`config.mk`:
```
export PLATFORM = sky130hd
export DESIGN_NAME = display_read_sequencer
export DESIGN_NICKNAME = d
export VERILOG_FILES = /design/src/rtl/display_read_sequencer.sv
export SDC_FILE = /design/constraint.sdc
export NUM_CORES = 1
export LEC_CHECK = 0
export CAP_MARGIN = 20
export CORE_MARGIN = 4
export CORE_UTILIZATION = 41
export DETAILED_ROUTE_END_ITERATION = 10
export PLACE_DENSITY = 0.86
export SYNTH_ARGS = -nofsm -noshare
export SYNTH_HDL_FRONTEND = slang
export SYNTH_SLANG_ARGS = --single-unit
```
`constraint.sdc`:
```
create_clock -name clk_out -period 3.3 [get_ports clk_out]
set_input_delay 0.66 -clock clk_out [delete_from_list [all_inputs] [get_ports clk_out]]
set_output_delay 0.66 -clock clk_out [all_outputs]
set_load 0.1 [all_outputs]
```
`src/rtl/display_read_sequencer.sv`:
```
// display_read_sequencer: FIFO read sequencing for the camera-to-VGA path.
// Startup hold-off, frame-aligned arming, underflow recovery, frame-latched mode.
module display_read_sequencer #(
    parameter int H_ACTIVE        = 640,
    parameter int V_ACTIVE        = 480,
    parameter int STARTUP_FRAMES  = 2,
    parameter int UNDERFLOW_LIMIT = 4,
    parameter int CNT_W           = 8
) (
    input  logic             clk_out,
    input  logic             rst_n,
    input  logic [11:0]      pixel_x,
    input  logic [11:0]      pixel_y,
    input  logic             empty_fifo,
    input  logic             sobel_req,
    input  logic [7:0]       threshold_req,
    input  logic             clr_stats,
    output logic             rd_en,
    output logic             pix_valid,
    output logic             sobel_mode,
    output logic [7:0]       threshold_q,
    output logic [CNT_W-1:0] underflow_cnt,
    output logic             underflow_sticky,
    output logic [1:0]       state_o
);

    localparam int FC_RAW = $clog2(STARTUP_FRAMES + 1);
    localparam int FC_W   = (FC_RAW > 0) ? FC_RAW : 1;
    localparam int RC_RAW = $clog2(UNDERFLOW_LIMIT + 1);
    localparam int RC_W   = (RC_RAW > 0) ? RC_RAW : 1;

    typedef enum logic [1:0] {
        ST_STARTUP = 2'd0,
        ST_ARM     = 2'd1,
        ST_STREAM  = 2'd2,
        ST_RESYNC  = 2'd3
    } state_t;

    state_t           state_q, state_d;
    logic [FC_W-1:0]  frame_cnt_q, frame_cnt_d;
    logic [RC_W-1:0]  run_cnt_q, run_cnt_d;
    logic             sobel_mode_q, sobel_mode_d;
    logic [7:0]       threshold_d;
    logic [CNT_W-1:0] underflow_cnt_q, underflow_cnt_d;
    logic             underflow_sticky_q, underflow_sticky_d;

    logic visible;
    logic sof;
    logic vbs;
    logic underflow;

    assign visible = (pixel_x < 12'(H_ACTIVE)) && (pixel_y < 12'(V_ACTIVE));
    assign sof     = (pixel_x == 12'd0) && (pixel_y == 12'd0);
    assign vbs     = (pixel_x == 12'd0) && (pixel_y == 12'(V_ACTIVE));

    // Sequencer: next state, frame/run counters and the read strobe.
    always_comb begin
        state_d     = state_q;
        frame_cnt_d = frame_cnt_q;
        run_cnt_d   = run_cnt_q;
        rd_en       = 1'b0;
        pix_valid   = 1'b0;
        underflow   = 1'b0;
        unique case (state_q)
            ST_STARTUP: begin
                run_cnt_d = '0;
                if (STARTUP_FRAMES == 0) begin
                    state_d     = ST_ARM;
                    frame_cnt_d = '0;
                end else if (sof) begin
                    if (frame_cnt_q == FC_W'(STARTUP_FRAMES - 1)) begin
                        state_d     = ST_ARM;
                        frame_cnt_d = '0;
                    end else begin
                        frame_cnt_d = frame_cnt_q + 1'b1;
                    end
                end
            end
            ST_ARM: begin
                run_cnt_d   = '0;
                frame_cnt_d = '0;
                if (sof && !empty_fifo) begin
                    rd_en     = 1'b1;
                    pix_valid = 1'b1;
                    state_d   = ST_STREAM;
                end
            end
            ST_STREAM: begin
                frame_cnt_d = '0;
                rd_en       = visible && !empty_fifo;
                pix_valid   = visible && !empty_fifo;
                underflow   = visible && empty_fifo;
                if (sof) begin
                    run_cnt_d = underflow ? RC_W'(1) : '0;
                end else if (underflow) begin
                    run_cnt_d = run_cnt_q + 1'b1;
                end else if (rd_en) begin
                    run_cnt_d = '0;
                end
                if (run_cnt_d == RC_W'(UNDERFLOW_LIMIT)) begin
                    state_d = ST_RESYNC;
                end
            end
            ST_RESYNC: begin
                frame_cnt_d = '0;
                run_cnt_d   = '0;
                rd_en       = !empty_fifo && !vbs;
                if (vbs) begin
                    state_d = ST_ARM;
                end
            end
            default: begin
                state_d     = ST_STARTUP;
                frame_cnt_d = '0;
                run_cnt_d   = '0;
            end
        endcase
    end

    // Mode and threshold only move at frame start so the formatter never splits a frame.
    always_comb begin
        sobel_mode_d = sobel_mode_q;
        threshold_d  = threshold_q;
        if (sof) begin
            sobel_mode_d = sobel_req;
            threshold_d  = threshold_req;
        end
    end

    // Underflow statistics; a clear beats a coincident underflow.
    always_comb begin
        underflow_cnt_d    = underflow_cnt_q;
        underflow_sticky_d = underflow_sticky_q;
        if (clr_stats) begin
            underflow_cnt_d    = '0;
            underflow_sticky_d = 1'b0;
        end else if (underflow) begin
            underflow_sticky_d = 1'b1;
            if (underflow_cnt_q != {CNT_W{1'b1}}) begin
                underflow_cnt_d = underflow_cnt_q + 1'b1;
            end
        end
    end

    // State and status registers.
    always_ff @(posedge clk_out or negedge rst_n) begin
        if (!rst_n) begin
            state_q            <= ST_STARTUP;
            frame_cnt_q        <= '0;
            run_cnt_q          <= '0;
            sobel_mode_q       <= 1'b0;
            threshold_q        <= 8'd0;
            underflow_cnt_q    <= '0;
            underflow_sticky_q <= 1'b0;
        end else begin
            state_q            <= state_d;
            frame_cnt_q        <= frame_cnt_d;
            run_cnt_q          <= run_cnt_d;
            sobel_mode_q       <= sobel_mode_d;
            threshold_q        <= threshold_d;
            underflow_cnt_q    <= underflow_cnt_d;
            underflow_sticky_q <= underflow_sticky_d;
        end
    end

    assign sobel_mode       = sobel_mode_q;
    assign underflow_cnt    = underflow_cnt_q;
    assign underflow_sticky = underflow_sticky_q;
    assign state_o          = state_q;

endmodule

```
# Word level (Yosys, flattened, before mapping)

Cells that the tools add are included.

Register bits: 25
Input port bits: 37
Logic and storage cells: 66

Add/subtract/negate cells: 3
Magnitude comparators: 2
Equal/unequal tests: 12
Mux-type cells: 24
Reduce and logical (&&, ||, !) cells: 18

Operators by type and width:

| cell                                                         | count |
|---|---|
| zero test 12 bit                                             | 2 |
| 2-to-1 mux 8 bit                                             | 3 |
| 2-to-1 mux 2 bit                                             | 7 |
| == test 12 x 9 -> 1 bit, second input constant               | 1 |
| less-than comparator 12 x 10 -> 1 bit, second input constant | 1 |
| less-than comparator 12 x 9 -> 1 bit, second input constant  | 1 |
| 2-to-1 mux 3 bit                                             | 4 |
| inequality test 2 bit, second input constant                 | 5 |
| adder 8 x 1 -> 8 bit, second input constant                  | 1 |
| inequality test 8 bit, second input constant                 | 1 |
| case mux 2 bit (4 select lines)                              | 1 |
| logical AND 1 bit                                            | 7 |
| case mux 3 bit (2 select lines)                              | 1 |
| OR reduction 3 bit                                           | 2 |
| 2-to-1 mux 1 bit                                             | 5 |
| AND reduction 5 bit                                          | 1 |
| == test 2 x 1 -> 1 bit, second input constant                | 2 |
| == test 2 bit, second input constant                         | 2 |
| case mux 2 bit (2 select lines)                              | 1 |
| nonzero test 2 bit                                           | 2 |
| adder 3 x 1 -> 3 bit, second input constant                  | 1 |
| == test 3 bit, second input constant                         | 1 |
| case mux 1 bit (3 select lines)                              | 1 |
| adder 2 x 1 -> 2 bit, second input constant                  | 1 |
| other kinds (4)                                              | 5 |

# Depth between registers and ports, before layout

Depth after elaboration: 10
Gate-level depth with buffers: 7
Mapped depth without buffers: 7

# Least setup slack after synthesis

Ideal clock, no wire load.

Path type: input to output
Start point: input pixel_y[10]
End point: output pix_valid
Data arrival time: 4.188 ns
Data required time: 2.640 ns
Slack: -1.548 ns
Stages: 6
Path buffers: 1
Path through: or4_4 > or4_1 > clkbuf_2 > inv_1 > a32oi_1 > nor3b_1

Longest elaborated chain between the ends: 5
Elaborated cells between the ends (all ways): 8
Classes of those cells: order compare: 1; mux: 2; reduce/logical: 5

RTL lines:

| item                                                                                         | RTL line | text |
|---|---|---|
| start: declaration                                                                           | 13       | `input logic [11:0] pixel_y,` |
| parallel branches: the longest is 4 deep, another holds less-than comparator 12 x 9 -> 1 bit | --       |  |
| case mux 1 bit (2 select lines) (*)                                                          | 64       | `unique case (state_q)` |
| end: declaration                                                                             | 19       | `output logic pix_valid,` |

Mark *: on every way between the ends.

# Final worst setup path

Start point: input pixel_y[8]
End point: output rd_en

Longest elaborated chain between the ends: 5
Elaborated cells between the ends (all ways): 12
Classes of those cells: order compare: 1; eq/ne: 1; mux: 2; reduce/logical: 8

RTL lines:

| item                                                                                         | RTL line | text |
|---|---|---|
| parallel branches: the longest is 4 deep, another holds less-than comparator 12 x 9 -> 1 bit | --       |  |
| case mux 1 bit (3 select lines) (*)                                                          | 64       |  |
| end: declaration                                                                             | 18       | `output logic rd_en,` |

Marked as above.

==> impl_metrics.yaml <==
routing:
  drt_iter0_drc: 26
  ant_nets: 0
  via_per_inst: 5.16
  vias: 1202
  drt_pass1_iterations: 4
  drcViolationCount: 0
  totalWireLength_mm: 3.52
  wl_per_cell_um: 15.1
sta:
  timing.final.crit_share: 0.990
  min_period_ps: 3270
  finalClockSkew_ps: 6.36
  setup-tns-final_ps: 0
  tightest_slew_ps: 383
  drv_slew: 0
  hold_viol: 0
  slew_headroom: 0.744
  finalSetupViolCount: 0
  clock.fmax_ghz: 0.306
yosys:
  synth.avg_cell_area_um2: 11.1
  yosysTopAreaCell: "dfrtp_1"
  ys_ff_latch: 25
  synth_warnings: 0
  yosys.area_share.simple: 0.194
  synthAdderAreaFrac: 0.0659
  netlist_instances: 120
  synthTopCellsByArea: "dfrtp_1, mux2_2, ha_1"
  synth_compound_area_frac: 0.0782
  synth_edf_count: 0
  netlist_area_um2: 1330
  synth_top_family_by_area: "simple AND/OR/NAND/NOR gates"
  synth_cell_types: 37
  async_flop_share: 1.00
  synthMuxAreaShare: 0.119
  synth_fp_nets: 164
  synth-main-ff-cell: "dfrtp_1"
  yosysTopAreaCellShare: 0.471
  ys_seq_area_frac: 0.471
  synth_xor_area_frac: 0.0461
setup_path:
  crit_path_max_incr_delay_ps: 560
  cp.depth: 7
  endpoint: "rd_en"
  path_class: "input pin to primary output"
  cp_data_arrival_time_ps: 2610
  crit_start: "pixel_y[8]"
  critPathTopFamily: "buffers and inverters"
  r2r_start: "state_o[0]"
  reg2reg_to: "state_o[1]"
  crit_path_cell_trace: "clkdlybuf4s50_1 -> or4_4 -> nor3_2 -> buf_4 -> a32oi_4 -> a211oi_4 -> buf_12"
  cp-start-kind: "input pin"
  reg2reg_slack_ps: 1190
  slowest_stage: "or4_4"
  end_kind: "primary output"
  crit_buf_inv: 3
  crit_fanout: 2
  required_ps: 2640
  reg2reg_depth: 7
worst_hold_path:
  min_path_type: "flop to flop"
clocking:
  clock_latency_ps: 310
  cts_hold_buf: 0
  clockBufferDepth: 2
  clk_pin_slew_ps: 120
  cts_tree: "done"
  htreeDepth: 1
  clock_sinks: 25
  clock-root-buffer: "clkbuf_4"
  numCtsBuffers: 3
power_and_ir_drop:
  p_leak_nw: 0.975
  p_per_area_nw_per_um2: 239
  vdd_drop_max_mv: 0.255
floorplanning:
  coreArea_um2: 3080
  die_h_um: 64.9
  die-area_um2: 4220
  die_width_um: 64.9
  num_rows: 20
  start_util: 0.432
  boundaryPins: 59
place:
  dp_cells: 228
  dpl.hpwl_mm: 2.83
  port_buffers: 58
  place_area_um2: 2030
  place.gp.congestion: 0.783
finish:
  final_util: 0.677
  nets: 234
  diodes: 0
  layout-drive-gt1-share: 0.307
  fill_cells: 256
  final_cell_mix: "clkdlybuf4s50_1, buf_4, dfrtp_1, mux2_2"
  fin_area_um2: 2080
  syn2layout_area_growth_pct: 56.8
  final_common_cell: "clkdlybuf4s50_1"
  fin_cells: 233
global_routing:
  grt_overflow: 0
  antenna_found_initial: 0
  grt_pass1_vias: 1336
  grt_pass1_wl_mm: 5.83
  grt_start_max_net_pins: 26
  track_usage: 0.171
run_status:
  status: "complete, no violations"
job:
  maxCapViolations: 0
==> timing repair <==
| action | 4_1_cts | 5_1_grt |
|---|---|---|
| gates resized for setup | 4 | 3 |
| buffers inserted | 0 | 1 |
| endpoints found under the hold margin | 0 | 0 |
| endpoints found under the setup margin | 2 | 2 |
| pin swaps | 4 | 5 |
==> state kept, by name, summed over array words and instances, names as in the netlist <==
| signal | cells |
|---|---|
| threshold_q | 8 |
| underflow_cnt | 8 |
| frame_cnt_q | 2 |
| underflow_sticky | 1 |
| state_o | 2 |
| run_cnt_q | 3 |
| sobel_mode | 1 |
==> worst min-delay path by stage <==
stage	to	cells after the start	from
3_5_place_dp	threshold_q[1]	1	threshold_q[1]
6_report	frame_cnt_q[0]	1	frame_cnt_q[0]
5_1_grt	threshold_q[2]	1	threshold_q[2]
4_1_cts	frame_cnt_q[0]	1	frame_cnt_q[0]
2_1_floorplan	frame_cnt_q[0]	0	rst_n
3_3_place_gp	threshold_q[2]	1	threshold_q[2]
==> final cells by class <==
class / instances / area (um^2) / area share
sequential: 25 / 626 / 0.300
timing repair buffer: 68 / 628 / 0.302
tap: 44 / 55.1 / 0.0264
inverter: 6 / 25.0 / 0.0120
clock buffer: 4 / 26.3 / 0.0126
multi-input combinational: 86 / 723 / 0.347
==> metrics by stage <==
stage | hold WS [ps] | total power, mW | setup WS [ps]
after global routing | 551 | 0.525 | -10.0
after global placement | 492 | 0.370 | -196
final | 525 | 0.497 | 32.7
after floorplan | 364 | 0.318 | -270
after detailed placement | 500 | 0.372 | -231
after CTS | 530 | 0.502 | 3.30
==> layer usage <==
layer  track usage  routed length [um]  up-vias
li1              -                   -      579
met1         0.186                1350      571
met2         0.332                1870       50
met3        0.0451                 287        2
met4        0.0237                   8        0
met5             0                   0        -
==> kinds of logic after synthesis <==
family | after synthesis
compound gates | 13
xor+xnor | 7
fa+ha+maj | 7
buf+inv | 9
flops | 25
mux | 14
simple gates | 45
==> where the power goes <==
part	total, mW	internal [mW]	switching (mW)
sequential	0.306	0.306	0.000000341
combinational	0.0593	0.0400	0.0193
clock	0.131	0.0471	0.0844
total	0.497	0.393	0.104
==> cells in the mapped netlist, drive strengths merged, types with 3 or more instances <==
cell and n:
nand2 9, or4 3, mux2 11, nand4 5, inv 6, ha 7, nor4 3, xor2 6
and3 4, dfrtp 25, mux2i 3, nor2 9
Note: power is estimated with default switching activity, not from simulation.
